### src/rtl/vga_timing_gen.sv
// Raster timing generator: pixel/line counters with registered sync, data-enable and start-of-line/frame strobes.
// Latency: outputs describe the position reached on the same clk edge. ce=0 freezes position and clears the strobes.
module vga_timing_gen #(
    parameter int   H_RES         = 1280,
    parameter int   H_FRONT_PORCH = 48,
    parameter int   H_SYNC_PULSE  = 112,
    parameter int   H_BACK_PORCH  = 248,
    parameter int   V_RES         = 1024,
    parameter int   V_FRONT_PORCH = 1,
    parameter int   V_SYNC_PULSE  = 3,
    parameter int   V_BACK_PORCH  = 38,
    parameter logic H_POL         = 1'b1,
    parameter logic V_POL         = 1'b1,
    parameter int   CNT_W         = 11
) (
    input  logic             clk,
    input  logic             rst,
    input  logic             ce,
    output logic             h_sync,
    output logic             v_sync,
    output logic             de,
    output logic [CNT_W-1:0] x_loc,
    output logic [CNT_W-1:0] y_loc,
    output logic             line_start,
    output logic             frame_start
);

    localparam int H_TOTAL = H_RES + H_FRONT_PORCH + H_SYNC_PULSE + H_BACK_PORCH;
    localparam int V_TOTAL = V_RES + V_FRONT_PORCH + V_SYNC_PULSE + V_BACK_PORCH;

    localparam logic [CNT_W-1:0] H_LAST     = CNT_W'(H_TOTAL - 1);
    localparam logic [CNT_W-1:0] V_LAST     = CNT_W'(V_TOTAL - 1);
    localparam logic [CNT_W-1:0] H_ACT_END  = CNT_W'(H_RES);
    localparam logic [CNT_W-1:0] V_ACT_END  = CNT_W'(V_RES);
    localparam logic [CNT_W-1:0] H_SYNC_BEG = CNT_W'(H_RES + H_FRONT_PORCH);
    localparam logic [CNT_W-1:0] H_SYNC_END = CNT_W'(H_RES + H_FRONT_PORCH + H_SYNC_PULSE);
    localparam logic [CNT_W-1:0] V_SYNC_BEG = CNT_W'(V_RES + V_FRONT_PORCH);
    localparam logic [CNT_W-1:0] V_SYNC_END = CNT_W'(V_RES + V_FRONT_PORCH + V_SYNC_PULSE);

    logic [CNT_W-1:0] x_nxt;
    logic [CNT_W-1:0] y_nxt;
    logic             h_in_sync;
    logic             v_in_sync;
    logic             de_nxt;

    always_comb begin
        x_nxt = x_loc + CNT_W'(1);
        y_nxt = y_loc;
        if (x_loc == H_LAST) begin
            x_nxt = '0;
            y_nxt = (y_loc == V_LAST) ? '0 : y_loc + CNT_W'(1);
        end
    end

    // Decode the position about to be loaded so the syncs line up with x_loc/y_loc.
    // Sync ends never exceed the last count because the back porch is at least one.
    assign h_in_sync = (x_nxt >= H_SYNC_BEG) && (x_nxt < H_SYNC_END);
    assign v_in_sync = (y_nxt >= V_SYNC_BEG) && (y_nxt < V_SYNC_END);
    assign de_nxt    = (x_nxt < H_ACT_END) && (y_nxt < V_ACT_END);

    always_ff @(posedge clk) begin
        if (rst) begin
            x_loc       <= H_LAST;
            y_loc       <= V_LAST;
            h_sync      <= ~H_POL;
            v_sync      <= ~V_POL;
            de          <= 1'b0;
            line_start  <= 1'b0;
            frame_start <= 1'b0;
        end else begin
            line_start  <= 1'b0;
            frame_start <= 1'b0;
            if (ce) begin
                x_loc       <= x_nxt;
                y_loc       <= y_nxt;
                h_sync      <= h_in_sync ? H_POL : ~H_POL;
                v_sync      <= v_in_sync ? V_POL : ~V_POL;
                de          <= de_nxt;
                line_start  <= (x_nxt == '0);
                frame_start <= (x_nxt == '0) && (y_nxt == '0);
            end
        end
    end

endmodule

### config.mk
export PLATFORM = sky130hd
export DESIGN_NAME = vga_timing_gen
export DESIGN_NICKNAME = d
export VERILOG_FILES = /design/src/rtl/vga_timing_gen.sv
export SDC_FILE = /design/constraint.sdc
export NUM_CORES = 1
export LEC_CHECK = 0
export ABC_CLOCK_PERIOD_IN_PS = 2100
export BUFFER_PORTS_ARGS = -buffer_cell sky130_fd_sc_hd__buf_4
export CAP_MARGIN = 10
export CORE_UTILIZATION = 50
export DETAILED_ROUTE_END_ITERATION = 16
export PLACE_DENSITY_LB_ADDON = 0.08
export SYNTH_ARGS = -nofsm -noshare
export SYNTH_HDL_FRONTEND = slang
export SYNTH_SLANG_ARGS = --single-unit
export TNS_END_PERCENT = 50
### constraint.sdc
create_clock -name clk -period 2.1 [get_ports clk]
set_input_delay 0.105 -clock clk [delete_from_list [all_inputs] [get_ports clk]]
set_output_delay 0.105 -clock clk [all_outputs]
set_load 0.005 [all_outputs]
Word level (Yosys, flattened, before mapping)
Cells that the tools add are included.

storage, ports and cells
  bits of input ports = 3
  register bits after elaboration = 27

operators by class
  order comparisons = 6
  bitwise operators = 1
  multiplexer cells = 5
  equal/unequal tests = 2
  add/sub/neg operators = 2
  reductions and logical operators = 7

operators by type and width
  operator                                                          count
  11-bit < comparator (second input constant)                       4
  11-bit two-way mux                                                3
  11-bit by 1-bit adder with 11-bit output (second input constant)  2
  11-bit == test (second input constant)                            2
  11-bit >= comparator (second input constant)                      2
  11-bit zero test                                                  2
  1-bit logical AND                                                 4
  1-bit two-way mux                                                 2
  2-bit OR reduction                                                1
  1-bit NOT                                                         1

Longest topological paths before layout
Gate-level depths: netlist of the first run.

  word-level depth = 6
  gate-level depth with buffers = 8
  depth with buffers taken out = 8

Worst setup path after synthesis of the first run
OpenSTA, ideal clock, no wires.

  kind = reg-to-reg
  start = register x_loc[0]
  end = register frame_start
  arrival time = 2.125 ns
  stages on the path, launching flop included = 9
  required time = 1.986 ns
  path slack = -0.140 ns
  path buffers = 1
  setup time = 0.114 ns
  cell sequence = dfxtp_1 ha_1 nand2_1 or3_1 buf_6 nor3_4 xnor2_1 nand4bb_1 a2111oi_0

on the way
  longest elaborated chain between the ends = 4
  elaborated cells on any way between the ends = 7
  those cells by class = 1 x add/sub; 1 x eq/ne; 2 x mux; 3 x reduce/logical

ends and longest elaborated chain
  element                                                                            RTL line  text
  from (decl)                                                                        22        output logic [CNT_W-1:0] x_loc,
  from (signal assigned)                                                             74        x_loc <= x_nxt;
  11-bit by 1-bit adder with 11-bit output / 11-bit == test (equally long branches)  47, 49
  11-bit two-way mux                                                                 49        if (x_loc == H_LAST) begin
  11-bit zero test                                                                   80        frame_start <= (x_nxt == '0) && (y_nxt == '0);
  1-bit logical AND *                                                                80
  to (signal assigned)                                                               80
  to (decl)                                                                          25        output logic frame_start

Mark *: on every way between the ends. The rest lies on a longest branch, timed or not.
A chain may end at the register's enable or synchronous reset.

Worst setup path in the final report of the first run
  start = register x_loc[6]
  end = register v_sync

on the way
  longest elaborated chain between the ends = 5
  elaborated cells on any way between the ends = 6
  those cells by class = 2 x order compare; 1 x eq/ne; 2 x mux; 1 x reduce/logical

ends and longest elaborated chain
  element                                                             RTL line  text
  11-bit == test *                                                    49
  11-bit two-way mux *                                                49
  11-bit >= comparator / 11-bit < comparator (equally long branches)  58        assign v_in_sync = (y_nxt >= V_SYNC_BEG) && (y_nxt < V_SYNC_END);
  1-bit logical AND *                                                 58
  1-bit two-way mux *                                                 77        v_sync <= v_in_sync ? V_POL : ~V_POL;
  to (signal assigned)                                                66        v_sync <= ~V_POL;
  to (signal assigned)                                                77
  to (decl)                                                           20        output logic v_sync,

Marks and branches as above.

==> impl_metrics.ini, run 1 <==
[setup_path]
crit_type = flop to flop
worstPathArrival_ns = 2.39
reg2reg_setup_slack_ns = -0.009
crit_buf_inv = 2
crit_chain = nand4bb_4 > buf_6 > nor3_4 > buf_6 > and4_1 > a21oi_1 > or4_4 > o31ai_2
endpoint_kind = flop
cp.required_ns = 2.38
critPathTopFamily = simple AND/OR/NAND/NOR gates
critical_path.max_fanout = 5
slowest_delay_ns = 0.54
cp_common_cell = buf_6
startpoint_type = flop
cp_slowest_cell = or4_4

[cells_and_area]
n_fill_cell = 284
multi_input_area_um2 = 1230
final_core_util = 0.725
instances_no_fill = 330
area_growth_pct = 38.6
seqCellArea_um2 = 556
final_nets = 291
drive_gt1_frac = 0.384
antenna_cells = 0

[clock_tree]
cts_tree = yes
insertion_delay_ns = 0.34
cts_hold_buf = 0
cts-htree-levels = 1
path_clk_slew_ns = 0.17
clock_sinks = 27
cts_root_buf = clkbuf_4
cts_buffer_depth = 2
numCtsBuffers = 3

[floorplanning]
core-area_um2 = 3360
die_area_um2 = 3760
die_y_um = 61.3
ioPinCount = 30
rows = 21
die_width_um = 61.3
start_util = 0.523

[synthesis]
ys_ff_latch = 27
syn_nets = 228
syn_avg_cell_area_um2 = 7.92
synth.area.top_cells = dfxtp_1 31%, o21ai_0 4.8%, nand2_1 4.5%
yosysWarnings = 0
ys_seq_area_frac = 0.307
ys.flop_type = dfxtp_1
yosys.area.top_type = dfxtp_1
synthCells = 222
synth.distinct_cells = 51
async_reset_ff_frac = 0
synth-edff-count = 0
netlist_area_um2 = 1760
synth_top_area_share = 0.307

[global_route]
grt_pass1_vias = 1559
antenna_found_initial = 0
grt_max_degree = 23
grt_pass1_wl_um = 7340
grt_use_total = 0.262
grt_overflow = 0

[power]
p_leak_nw = 0.944
seq_power_share = 0.354
p_sw_mw = 0.636
power_frac_comb = 0.505
swShare = 0.375
clockPowerShare = 0.141
peakVddDrop_v = 0.000540
power_density_nw_per_um2 = 696
internal_power_mw = 1.06

[placement]
pre_cts_slack_ns = -0.0246
hpwl_um = 3440
dp.cells = 323
gp_congestion = 0.851
numPortBuffers = 29

[sta]
max_freq_ghz = 0.474
timing.final.ws_setup_ns = -0.00949
rsz0062_at_grt = yes
hold_viol_final = 0
clock_skew_ns = 0.0197
setup_viol = 1
timing.slew.headroom = 0.647
layout_min_cycle_time_ns = 2.11
min_period_over_period = 1.00
tns_ns = -0.00949
slew_violations = 0
worst_pin_slew_ns = 0.528

[drt]
wire_per_inst_um = 14.7
dr.pass1.iters = 4
vias = 1914
routed_wl_um = 4840
drtAntennaViolNets = 0
drc = 0
vias_per_cell = 5.80
drt_iter0_drc = 122

[run]
maxCapViolCount = 0

[min_path]
min-delay-path-class = input port to flop

[run_status]
status = complete, but fails checks
violations = setup timing
## stage by stage
| stage | hold slack [ns] | power [mW] | area, um2 |
|---|---|---|---|
| after global placement | 0.433 | 1.36 | 2290 |
| after CTS | 0.0683 | 1.62 | 2330 |
| after floorplan | 0.314 | 1.05 | 1790 |
| final | 0.0697 | 1.70 | 2440 |
| after global routing | 0.0697 | 1.80 | 2440 |
| after detailed placement | 0.444 | 1.37 | 2290 |
## timing repair
item	CTS	global route
resized for setup	3	23
buffers inserted	0	3
setup endpoints to repair	1	6
pin swaps	0	8
## Yosys cell counts (2+ instances only)
| cell | count |
|---|---|
| dfxtp_1 | 27 |
| nand2_1 | 21 |
| nor2_1 | 18 |
| o21ai_0 | 17 |
| a21oi_1 | 14 |
| nand3_1 | 12 |
| clkbuf_1 | 10 |
| nor3_1 | 8 |
| xnor2_1 | 8 |
| xor2_1 | 7 |
| inv_1 | 5 |
| nand4_1 | 5 |
| nor2b_1 | 5 |
| o31ai_1 | 5 |
| a211o_1 | 4 |
| and3_1 | 4 |
| ha_1 | 3 |
| nor4_1 | 3 |
| or2_2 | 3 |
| or3_1 | 3 |
| a21o_1 | 2 |
| a31o_2 | 2 |
| a31oi_1 | 2 |
| buf_6 | 2 |
| nand4bb_1 | 2 |
| nor3_2 | 2 |
| nor4bb_1 | 2 |
| o31a_1 | 2 |
| or4_1 | 2 |
## power groups by stage
| stage | clock network, mW | registers, mW | logic, mW |
|---|---|---|---|
| final | 0.239 | 0.600 | 0.857 |
| after global routing | 0.263 | 0.606 | 0.930 |
| after CTS | 0.246 | 0.594 | 0.777 |
| after detailed placement | 0 | 0.605 | 0.765 |
| after global placement | 0 | 0.604 | 0.757 |
| after floorplan | 0 | 0.625 | 0.424 |
## final cells by class
| type | count | share of cell area |
|---|---|---|
| multi-input combinational | 177 | 0.505 |
| sequential | 27 | 0.228 |
| timing repair buffer | 71 | 0.223 |
| tap | 46 | 0.0236 |
| clock buffer | 3 | 0.00924 |
| inverter | 5 | 0.00770 |
| clock inverter | 1 | 0.00308 |
## flip-flops by register name, indices dropped and copies added, names as in the netlist
signal / flops
line_start: 1
v_sync: 1
de: 1
y_loc: 11
x_loc: 11
frame_start: 1
h_sync: 1
## logic make-up after synthesis
logic type | share of synthesized area
fa+ha+maj | 0.0214
flops | 0.307
buf+inv | 0.0477
compound gates | 0.229
xor+xnor | 0.0747
simple gates | 0.320
## placed cells by master (no fill, tap or decap), types with 2 or more instances in the layout
cell	count
buf_6	3
nand2_1	20
nor2b_1	5
nand4bb_4	2
xor2_1	7
xnor2_1	7
nor3_2	2
o31ai_1	5
nor4bb_1	2
a31oi_1	2
or3_1	2
nor3_1	7
dfxtp_2	6
nor3_4	2
buf_4	68
clkbuf_4	3
a21o_1	2
a31o_2	2
a21oi_1	13
dfxtp_4	2
o21ai_0	16
dfxtp_1	19
o31a_1	2
nor4_2	2
nand4_1	5
or2_2	3
nand3_1	11
and3_1	4
nor2_1	17
a211o_1	4
inv_1	5
## worst reg2reg max path, cell delays in order (launching register included)
cell and delay (ns):
dfxtp_2 0.36, nand4bb_4 0.24, buf_6 0.16, nor3_4 0.19
buf_6 0.15, and4_1 0.19, a21oi_1 0.06, or4_4 0.54
o31ai_2 0.17
## metal layers
metal  vias up  wire length, um  track usage
met5         -                0            0
met4         0               56       0.0552
met3         6              250       0.0546
met2        57             2250        0.415
met1       902             2280        0.366
li1        949                -            -
## path summary, 6_finish.rpt
path / to / cells after the start / from
min: x_loc[6] / 2 / rst
min reg2reg: v_sync / 2 / v_sync
max: v_sync / 8 / x_loc[6]
max reg2reg: v_sync / 8 / x_loc[6]
Note: power is estimated with default switching activity, not from simulation.
==> inputs of run 2 (changes only) <==
==> constraint.sdc (replaced) <==
create_clock -name clk -period 2.1 [get_ports clk]
set_input_delay 0.105 -clock clk [delete_from_list [all_inputs] [get_ports clk]]
set_output_delay 0.105 -clock clk [all_outputs]
set_load 0.02 [all_outputs]
==> run 2 against run 1 <==
The run now ends clean. Critical path type unchanged. Combinational power up 1%. Highest routed layer unchanged. Core utilization down 0.89 points. Cell area down 1.2%. Hold slack better by 0.0024 ns. Global-route usage down 0.83 points. First-iteration DRC count up 22%. Largest power group unchanged. Fmax up 5.6%. Critical path depth down 1. Total power up 1.1%. Clock skew down 0.012 ns. Worst setup slack better by 0.11 ns. Sequential share of layout area up 0.44 points.
==> impl_metrics.ini, run 2 (synthesis gave the netlist of run 1 again) <==
[floorplanning]
die_area_um2 = 3760
core-area_um2 = 3360
die_y_um = 61.3
die_width_um = 61.3
ioPinCount = 30
rows = 21
start_util = 0.523

[clock_tree]
cts_root_buf = clkbuf_4
cts_tree = yes
cts-htree-levels = 1
insertion_delay_ns = 0.34
path_clk_slew_ns = 0.15
numCtsBuffers = 3
cts_buffer_depth = 2
cts_hold_buf = 0
clock_sinks = 27

[global_route]
grt_overflow = 0
grt_pass1_vias = 1538
grt_use_total = 0.254
antenna_found_initial = 0
grt_pass1_wl_um = 7130
grt_max_degree = 23

[drt]
vias_per_cell = 5.66
drt_iter0_drc = 149
dr.pass1.iters = 4
drtAntennaViolNets = 0
drc = 0
wire_per_inst_um = 14.4
vias = 1845
routed_wl_um = 4690

[cells_and_area]
reg.largest.list = x_loc (11), y_loc (11)
antenna_cells = 0
instances_no_fill = 326
area_growth_pct = 36.9
final_common_cell = buf_4
final_nets = 287
final_core_util = 0.716
final_cell_mix = 66 x buf_4, 20 x nand2_1, 18 x dfxtp_1, 17 x o21ai_0, 17 x nor2_1
drive_gt1_frac = 0.368

[placement]
numPortBuffers = 29
dp.cells = 316
gp_congestion = 0.830
hpwl_um = 3340

[min_path]
min-delay-path-class = input port to flop

[sta]
setup_viol = 0
hold_viol_final = 0
clock_skew_ns = 0.00802
worst_pin_slew_ns = 0.565
timing.slew.headroom = 0.622
min_period_over_period = 0.951
layout_min_cycle_time_ns = 2.00
slew_violations = 0
max_freq_ghz = 0.501

[setup_path]
crit_type = flop to flop
startpoint_type = flop
worstPathArrival_ns = 2.27
endpoint_kind = flop
cp.required_ns = 2.37
critical_path.max_fanout = 5

[power]
internal_power_mw = 1.04
clockPowerShare = 0.136
peakVddDrop_v = 0.000501
power_density_nw_per_um2 = 712
p_sw_mw = 0.672
swShare = 0.392
seq_power_share = 0.357
p_leak_nw = 0.926
power_frac_comb = 0.507

[run_status]
status = finished clean

[run]
maxCapViolCount = 0
## run 2: worst max-delay path, cell delays in order (launching register included)
cell	delay, ns
dfxtp_4	0.38
ha_4	0.13
nand2_2	0.07
buf_4	0.16
nor4_2	0.30
xor2_1	0.12
or4_1	0.53
o31ai_2	0.24
## run 2: routing by layer
layer  global-route usage  vias to the layer above  routed length [um]
li1                     -                      935                   -
met1                0.363                      846                2230
met2                0.390                       58                2170
met3               0.0609                        6                 275
met4               0.0455                        0                  20
met5                    0                        -                   0
## run 2: layout make-up
| class | instances | area, um2 |
|---|---|---|
| multi-input cells | 177 | 1240 |
| inverters | 5 | 18.8 |
| fillers | 294 | 956 |
| well taps | 46 | 57.6 |
| repair buffers | 67 | 507 |
| flip-flops and latches | 27 | 559 |
| clock buffers | 4 | 26.3 |
## run 2: timing repair
item                                    in CTS  in global routing
pin swaps                                    0                  1
resized for setup                            2                 14
setup buffers                                0                  6
endpoints found under the setup margin       2                  7
## run 2: worst paths after layout
kind,from,endpoint,slack (ns),depth (start not counted)
setup / recovery,x_loc[0],v_sync,0.10,7
hold / removal,rst,x_loc[3],0.07,2
setup reg to reg,x_loc[0],v_sync,0.10,7
hold reg to reg,de,de,0.48,2
## run 2: stage by stage
stage                     hold slack, ns  worst slack [ns]  total power [mW]  area, um2  setup TNS [ns]
after floorplan                    0.314            0.0170              1.11       1820               0
after global placement             0.434            0.0863              1.38       2270               0
after detailed placement           0.442            0.0286              1.38       2270               0
after CTS                         0.0786          0.000203              1.61       2310               0
after global routing              0.0700           -0.0719              1.82       2410         -0.0754
final                             0.0721             0.102              1.71       2410               0
## run 2: power by group through the flow
stage	clock network (mW)	registers, mW	logic, mW
floorplan	0	0.678	0.431
global placement	0	0.618	0.759
detailed placement	0	0.619	0.760
CTS	0.232	0.608	0.774
global route	0.253	0.620	0.944
finish	0.233	0.613	0.869
